File: src/rtl/protocol_frame_tx_if.sv
// Byte stream handshake between the frame transmitter and a UART transmitter.
// A byte moves on a rising clock edge where tx_valid and tx_ready are both high.
interface protocol_frame_tx_if;
    logic [7:0] tx_data;
    logic       tx_valid;
    logic       tx_ready;

    modport master (output tx_data, output tx_valid, input tx_ready);
    modport slave  (input tx_data, input tx_valid, output tx_ready);
endinterface

File: src/rtl/protocol_frame_tx.sv
// Frame transmitter: sends an 0xFF start marker, then one encoded byte per channel.
// Define PROTOCOL_CHKSUM_EN to append a trailing XOR checksum byte.
module protocol_frame_tx #(
    parameter int unsigned NUM_CH    = 4,
    parameter int unsigned SW_THRESH = 20
) (
    input  logic                  clk,
    input  logic                  reset,
    input  logic                  frame_req,
    input  logic [NUM_CH*8-1:0]   ch_data,
    input  logic [NUM_CH-1:0]     ch_sig,
    protocol_frame_tx_if.master   tx,
    output logic                  busy,
    output logic                  frame_done,
    output logic                  overrun
);

    localparam int unsigned          IDX_W    = $clog2(NUM_CH + 1);
    localparam logic [IDX_W-1:0]     LAST_IDX = IDX_W'(NUM_CH - 1);
    localparam logic [7:0]           SOF      = 8'hFF;
    localparam logic [7:0]           SOF_SUB  = 8'hFE;

    typedef enum logic [2:0] {
        S_IDLE,
        S_START,
        S_CHAN,
`ifdef PROTOCOL_CHKSUM_EN
        S_CHK,
`endif
        S_DONE
    } state_t;

    state_t                state_q;
    state_t                state_d;
    logic [IDX_W-1:0]      idx_q;
    logic [IDX_W-1:0]      idx_d;
    logic [NUM_CH*8-1:0]   snap_data_q;
    logic [NUM_CH-1:0]     snap_sig_q;
    logic                  xfer_c;
    logic                  accept_c;

    logic [7:0]            tx_data_d;
    logic                  tx_valid_d;
    logic                  busy_d;
    logic                  done_d;
    logic [7:0]            ch_val;
    logic                  ch_sg;

`ifdef PROTOCOL_CHKSUM_EN
    logic [7:0]            chk_q;
    logic [7:0]            chk_d;
`endif

    assign xfer_c   = tx.tx_valid & tx.tx_ready;
    assign accept_c = (state_q == S_IDLE) & frame_req;

    // Switcher codes below the threshold; 0xFF is reserved for the start marker
    function automatic logic [7:0] encode(input logic [7:0] v, input logic s);
        logic [7:0] r;
        if (32'(v) < SW_THRESH)
            r = s ? 8'd1 : 8'd2;
        else if (v == SOF)
            r = SOF_SUB;
        else
            r = v;
        return r;
    endfunction

    // State register
    always_ff @(posedge clk or negedge reset) begin
        if (!reset) begin
            state_q <= S_IDLE;
            idx_q   <= '0;
        end else begin
            state_q <= state_d;
            idx_q   <= idx_d;
        end
    end

    // Next-state and index logic
    always_comb begin
        state_d = state_q;
        idx_d   = idx_q;
        case (state_q)
            S_IDLE: begin
                if (frame_req) begin
                    state_d = S_START;
                    idx_d   = '0;
                end
            end
            S_START: begin
                if (xfer_c) state_d = S_CHAN;
            end
            S_CHAN: begin
                if (xfer_c) begin
                    idx_d = idx_q + IDX_W'(1);
                    if (idx_q == LAST_IDX) begin
`ifdef PROTOCOL_CHKSUM_EN
                        state_d = S_CHK;
`else
                        state_d = S_DONE;
`endif
                    end
                end
            end
`ifdef PROTOCOL_CHKSUM_EN
            S_CHK: begin
                if (xfer_c) state_d = S_DONE;
            end
`endif
            S_DONE:  state_d = S_IDLE;
            default: state_d = S_IDLE;
        endcase
    end

`ifdef PROTOCOL_CHKSUM_EN
    // Running XOR of the channel bytes as they are accepted
    always_comb begin
        chk_d = chk_q;
        if (accept_c)
            chk_d = '0;
        else if ((state_q == S_CHAN) && xfer_c)
            chk_d = chk_q ^ tx.tx_data;
    end

    always_ff @(posedge clk or negedge reset) begin
        if (!reset) chk_q <= '0;
        else        chk_q <= chk_d;
    end
`endif

    // Output decode from the upcoming state so the registered outputs track it
    always_comb begin
        tx_data_d  = '0;
        tx_valid_d = 1'b0;
        busy_d     = (state_d != S_IDLE);
        done_d     = (state_d == S_DONE);
        ch_val     = '0;
        ch_sg      = 1'b0;
        for (int i = 0; i < int'(NUM_CH); i++) begin
            if (idx_d == IDX_W'(i)) begin
                ch_val = snap_data_q[8*i +: 8];
                ch_sg  = snap_sig_q[i];
            end
        end
        case (state_d)
            S_START: begin
                tx_valid_d = 1'b1;
                tx_data_d  = SOF;
            end
            S_CHAN: begin
                tx_valid_d = 1'b1;
                tx_data_d  = encode(ch_val, ch_sg);
            end
`ifdef PROTOCOL_CHKSUM_EN
            S_CHK: begin
                tx_valid_d = 1'b1;
                tx_data_d  = (chk_d == SOF) ? SOF_SUB : chk_d;
            end
`endif
            default: begin
                tx_valid_d = 1'b0;
                tx_data_d  = '0;
            end
        endcase
    end

    // Registered outputs
    always_ff @(posedge clk or negedge reset) begin
        if (!reset) begin
            tx.tx_data  <= '0;
            tx.tx_valid <= 1'b0;
            busy        <= 1'b0;
            frame_done  <= 1'b0;
        end else begin
            tx.tx_data  <= tx_data_d;
            tx.tx_valid <= tx_valid_d;
            busy        <= busy_d;
            frame_done  <= done_d;
        end
    end

    // Snapshot taken on acceptance so later input changes cannot disturb the frame
    always_ff @(posedge clk or negedge reset) begin
        if (!reset) begin
            snap_data_q <= '0;
            snap_sig_q  <= '0;
        end else if (accept_c) begin
            snap_data_q <= ch_data;
            snap_sig_q  <= ch_sig;
        end
    end

    // Sticky drop flag; an accepted request clears it first
    always_ff @(posedge clk or negedge reset) begin
        if (!reset)
            overrun <= 1'b0;
        else if (accept_c)
            overrun <= 1'b0;
        else if (frame_req)
            overrun <= 1'b1;
    end

endmodule

File: src/flat_wrapper.sv
// flat-port wrapper written by rule: the top's interface ports become plain ports
module protocol_frame_tx_flat 
#(
    parameter int unsigned NUM_CH    = 4,
    parameter int unsigned SW_THRESH = 20
)
  (clk, reset, frame_req, ch_data, ch_sig, busy, frame_done, overrun, tx_tx_data, tx_tx_valid, tx_tx_ready);
  protocol_frame_tx_if tx_i ();
  input  logic clk;
  input  logic reset;
  input  logic frame_req;
  input  logic [NUM_CH*8-1:0] ch_data;
  input  logic [NUM_CH-1:0] ch_sig;
  output logic busy;
  output logic frame_done;
  output logic overrun;
  output wire logic [$bits(tx_i.tx_data)-1:0] tx_tx_data;
  output wire logic [$bits(tx_i.tx_valid)-1:0] tx_tx_valid;
  input wire logic [$bits(tx_i.tx_ready)-1:0] tx_tx_ready;
  assign tx_tx_data = tx_i.tx_data;
  assign tx_tx_valid = tx_i.tx_valid;
  assign tx_i.tx_ready = tx_tx_ready;
  protocol_frame_tx #(.NUM_CH(NUM_CH), .SW_THRESH(SW_THRESH)) u_core (.clk(clk), .reset(reset), .frame_req(frame_req), .ch_data(ch_data), .ch_sig(ch_sig), .tx(tx_i), .busy(busy), .frame_done(frame_done), .overrun(overrun));
endmodule
File: config.mk
export PLATFORM = sky130hd
export DESIGN_NAME = protocol_frame_tx_flat
export DESIGN_NICKNAME = d
export VERILOG_FILES = /design/src/rtl/protocol_frame_tx_if.sv /design/src/rtl/protocol_frame_tx.sv /design/src/flat_wrapper.sv
export SDC_FILE = /design/constraint.sdc
export NUM_CORES = 1
export LEC_CHECK = 0
export CAP_MARGIN = 30
export CORE_UTILIZATION = 54
export DETAILED_ROUTE_END_ITERATION = 6
export GPL_ROUTABILITY_DRIVEN = 0
export GPL_TIMING_DRIVEN = 1
export MAX_ROUTING_LAYER = met4
export PLACE_DENSITY = 0.86
export SYNTH_ARGS = -nofsm -noshare
export SYNTH_HDL_FRONTEND = slang
export SYNTH_SLANG_ARGS = --single-unit
File: constraint.sdc
create_clock -name clk -period 6.5 [get_ports clk]
set_input_delay 0.975 -clock clk [delete_from_list [all_inputs] [get_ports clk]]
set_output_delay 0.975 -clock clk [all_outputs]
set_load 0.01 [all_outputs]
==> qor.yml <==
cells_and_area:
  n_antenna_cell: 0
  area_growth_pct: 25.3
  fin_util_pct: 70.2
  finalNonFillerCells: 371
  nNetsFinal: 361
  drive_gt1_share_pct: 5.64
  fill_cells: 352
sta:
  timing.fmax_mhz: 246
  tightest_slew_ps: 662
  min_period_over_period_pct: 62.5
  hold_violations: 0
  grt_setup_unrepaired: "no"
  finalSetupViolCount: 0
  slew_viol_final: 0
  clock_skew_ps: 6.89
  setup_tns_ps: 0
  period_needed_ps: 4070
  slew_headroom_pct: 55.5
global_route:
  grt_overflow_total: 0
  grt_pass1_wl_um: 8740
  grt_max_degree: 55
  gr-usage-met3_pct: 5.38
  grt_pass1_vias: 1997
  grt_use_met2_pct: 37.1
  busiest_layer: "met2"
  grtUsageTotal_pct: 23.7
  grt_use_met1_pct: 30.6
  antenna_found_initial: 0
setup_path:
  worstSetupEndpointType: "register"
  path_class: "input port to register"
  cp_max_fo: 40
  crit_arrival_ps: 4290
  critPathLaunchType: "input port"
  worstPathRequired_ps: 6720
synthesis:
  synth_top_family_by_area: "simple AND/OR/NAND/NOR gates"
  synthMuxAreaShare_pct: 2.51
  synth_edf_count: 0
  synth_most_common_cell: "nand2_1"
  synth_top_flop_cell: "dfrtp_1"
  ys_top_cells_by_area: "dfrtp_1 55%, nand2_1 18%, o21ai_0 2.7%"
  yosysTopAreaCellShare_pct: 55.4
  synthSimpleGateAreaFrac_pct: 25.5
  synth-compound-area-share_pct: 11.3
  postSynth.asyncResetShare_pct: 100
  ys_ff_latch: 54
  synth_nets: 312
  ys_types: 40
  synthXorXnorAreaFrac_pct: 0.359
  ys_warn_count: 0
  synth_area_mm2: 0.00244
  synth_fa_ha_area_share_pct: 1.03
  yosysSeqAreaShare_pct: 55.4
  avgSynthCellArea_um2: 9.04
  syn_inst: 270
  synth_common_cells: "116 x nand2_1, 54 x dfrtp_1, 13 x o21ai_0, 10 x clkbuf_1, 9 x nor2_1"
  yosys.area.top_type: "dfrtp_1"
drt:
  drtAntennaViolNets: 0
  totalWireLength_um: 5000
  first_pass_iters: 4
  wl_per_cell_um: 13.5
  dr.first_iter.drc_count: 121
  drcViolationCount: 0
  routed_via_density: 5.42
  vias: 2012
pwr:
  power.density_mw_per_mm2: 241
  power_leakage_nw: 1.49
  ir_drop_uv: 150
clocking:
  clock_sinks: 54
  cts-resized-gates: 0
  cts_buffers: 5
  cts_setup_buffers: 0
  cts_hold_buf: 0
  cts_root_buf: "clkbuf_8"
  worstSkewPairLatency_ps: 300
  clkTransAtPathRegs_ps: 80
  ctsHtreeMaxLevel: 2
  cts_tree: "built"
  clockBufferDepth: 2
placed_design:
  dp.cells: 364
  io_buffer_count: 51
  hpwl_um: 3620
die:
  initial_core_util_pct: 56.0
  dieArea_mm2: 0.00479
  die_w_um: 69.2
  core_mm2: 0.00435
  pin_count: 52
  die_height_um: 69.2
  fp-row-count: 24
run_status:
  status: "finished, final reports clean"
min_path:
  min_path_type: "register to register"
flow_run:
  drv_cap: 0
metrics by stage:
| step | instance area, um^2 | hold WS [ps] | total power (W) | setup WS [ps] |
|---|---|---|---|---|
| floorplan | 2440 | 440 | 0.000497 | 3140 |
| global placement | 2970 | 459 | 0.000564 | 2230 |
| detailed placement | 2980 | 462 | 0.000570 | 2160 |
| CTS | 3060 | 483 | 0.000740 | 2470 |
| global route | 3060 | 510 | 0.000777 | 2140 |
| finish | 3060 | 479 | 0.000736 | 2430 |
final cells by class:
cell class,count,area [um^2],share of cell area [%]
Tap cell,52,65.1,2.13
Inverter,5,18.8,0.614
Multi-Input combinational cell,197,1000,32.8
Clock buffer,7,76.3,2.50
Sequential cell,54,1350,44.2
Timing Repair Buffer,56,543,17.8
routing by layer:
metal  part of all wire, %  up-vias
li1                      -      989
met1                    45      935
met2                    48       73
met3                   4.7       15
met4                   2.2        0
met5                     0        -
cells in the final DEF, fill, tap and decap left out, drive strengths merged, types with 6 or more instances in the layout:
cell type and instances:
dfrtp 54, buf 6, nor2 9, clkdlybuf4s50 50, clkbuf 7, nand2 116, o21ai 14, a21oi 9
path summary, 6_finish.rpt:
check / to / slack [ps] / startpoint / cells after the start
worst max-delay path: u_core.tx.tx_data[1] / 2430 / frame_req / 11
max in group asynchronous: u_core.tx.tx_data[4] / 5270 / reset / 2
worst min-delay path: u_core.snap_data_q[15] / 480 / u_core.snap_data_q[15] / 2
worst max register to register: u_core.tx.tx_data[1] / 3080 / u_core.state_q[2] / 10
min in group asynchronous: u_core.idx_q[0] / 780 / reset / 2
worst min register to register: u_core.snap_data_q[15] / 480 / u_core.snap_data_q[15] / 2
flip-flops by register name (all words and copies together), names as in the netlist:
name and flops:
u_core.snap_data_q 32, u_core.tx.tx_data 8, u_core.snap_sig_q 4, u_core.idx_q 3, u_core.state_q 3, u_core.busy 1, u_core.frame_done 1, u_core.overrun 1
u_core.tx.tx_valid 1
logic make-up (layout without fill, tap and decap cells):
logic type / after synthesis / count (layout)
AOI/OAI and AO/OA: 39 / 39
xor gates and xnor gates: 1 / 1
adders and majority gates: 2 / 2
buffers and inverters: 19 / 68
DFF: 54 / 54
muxes: 6 / 6
other: 1 / 1
and+or+nand+nor: 148 / 148
report_power, final:
part	internal, W	leakage [nW]	switching (W)
Combinational	0.0000743	0.775	0.0000719
Sequential	0.000386	0.679	0.0000320
Clock	0.0000744	0.0383	0.0000979
critical path, cell delays in order:
cell and delay [ps]:
clkdlybuf4s50_1 520, or4b_4 700, and2_1 260, mux2i_1 130, buf_4 240, inv_1 120, o21ai_0 320, nand2_1 90
nor3b_1 400, mux2_2 380, o21ai_0 130
Power figures use the tool's default switching activity.
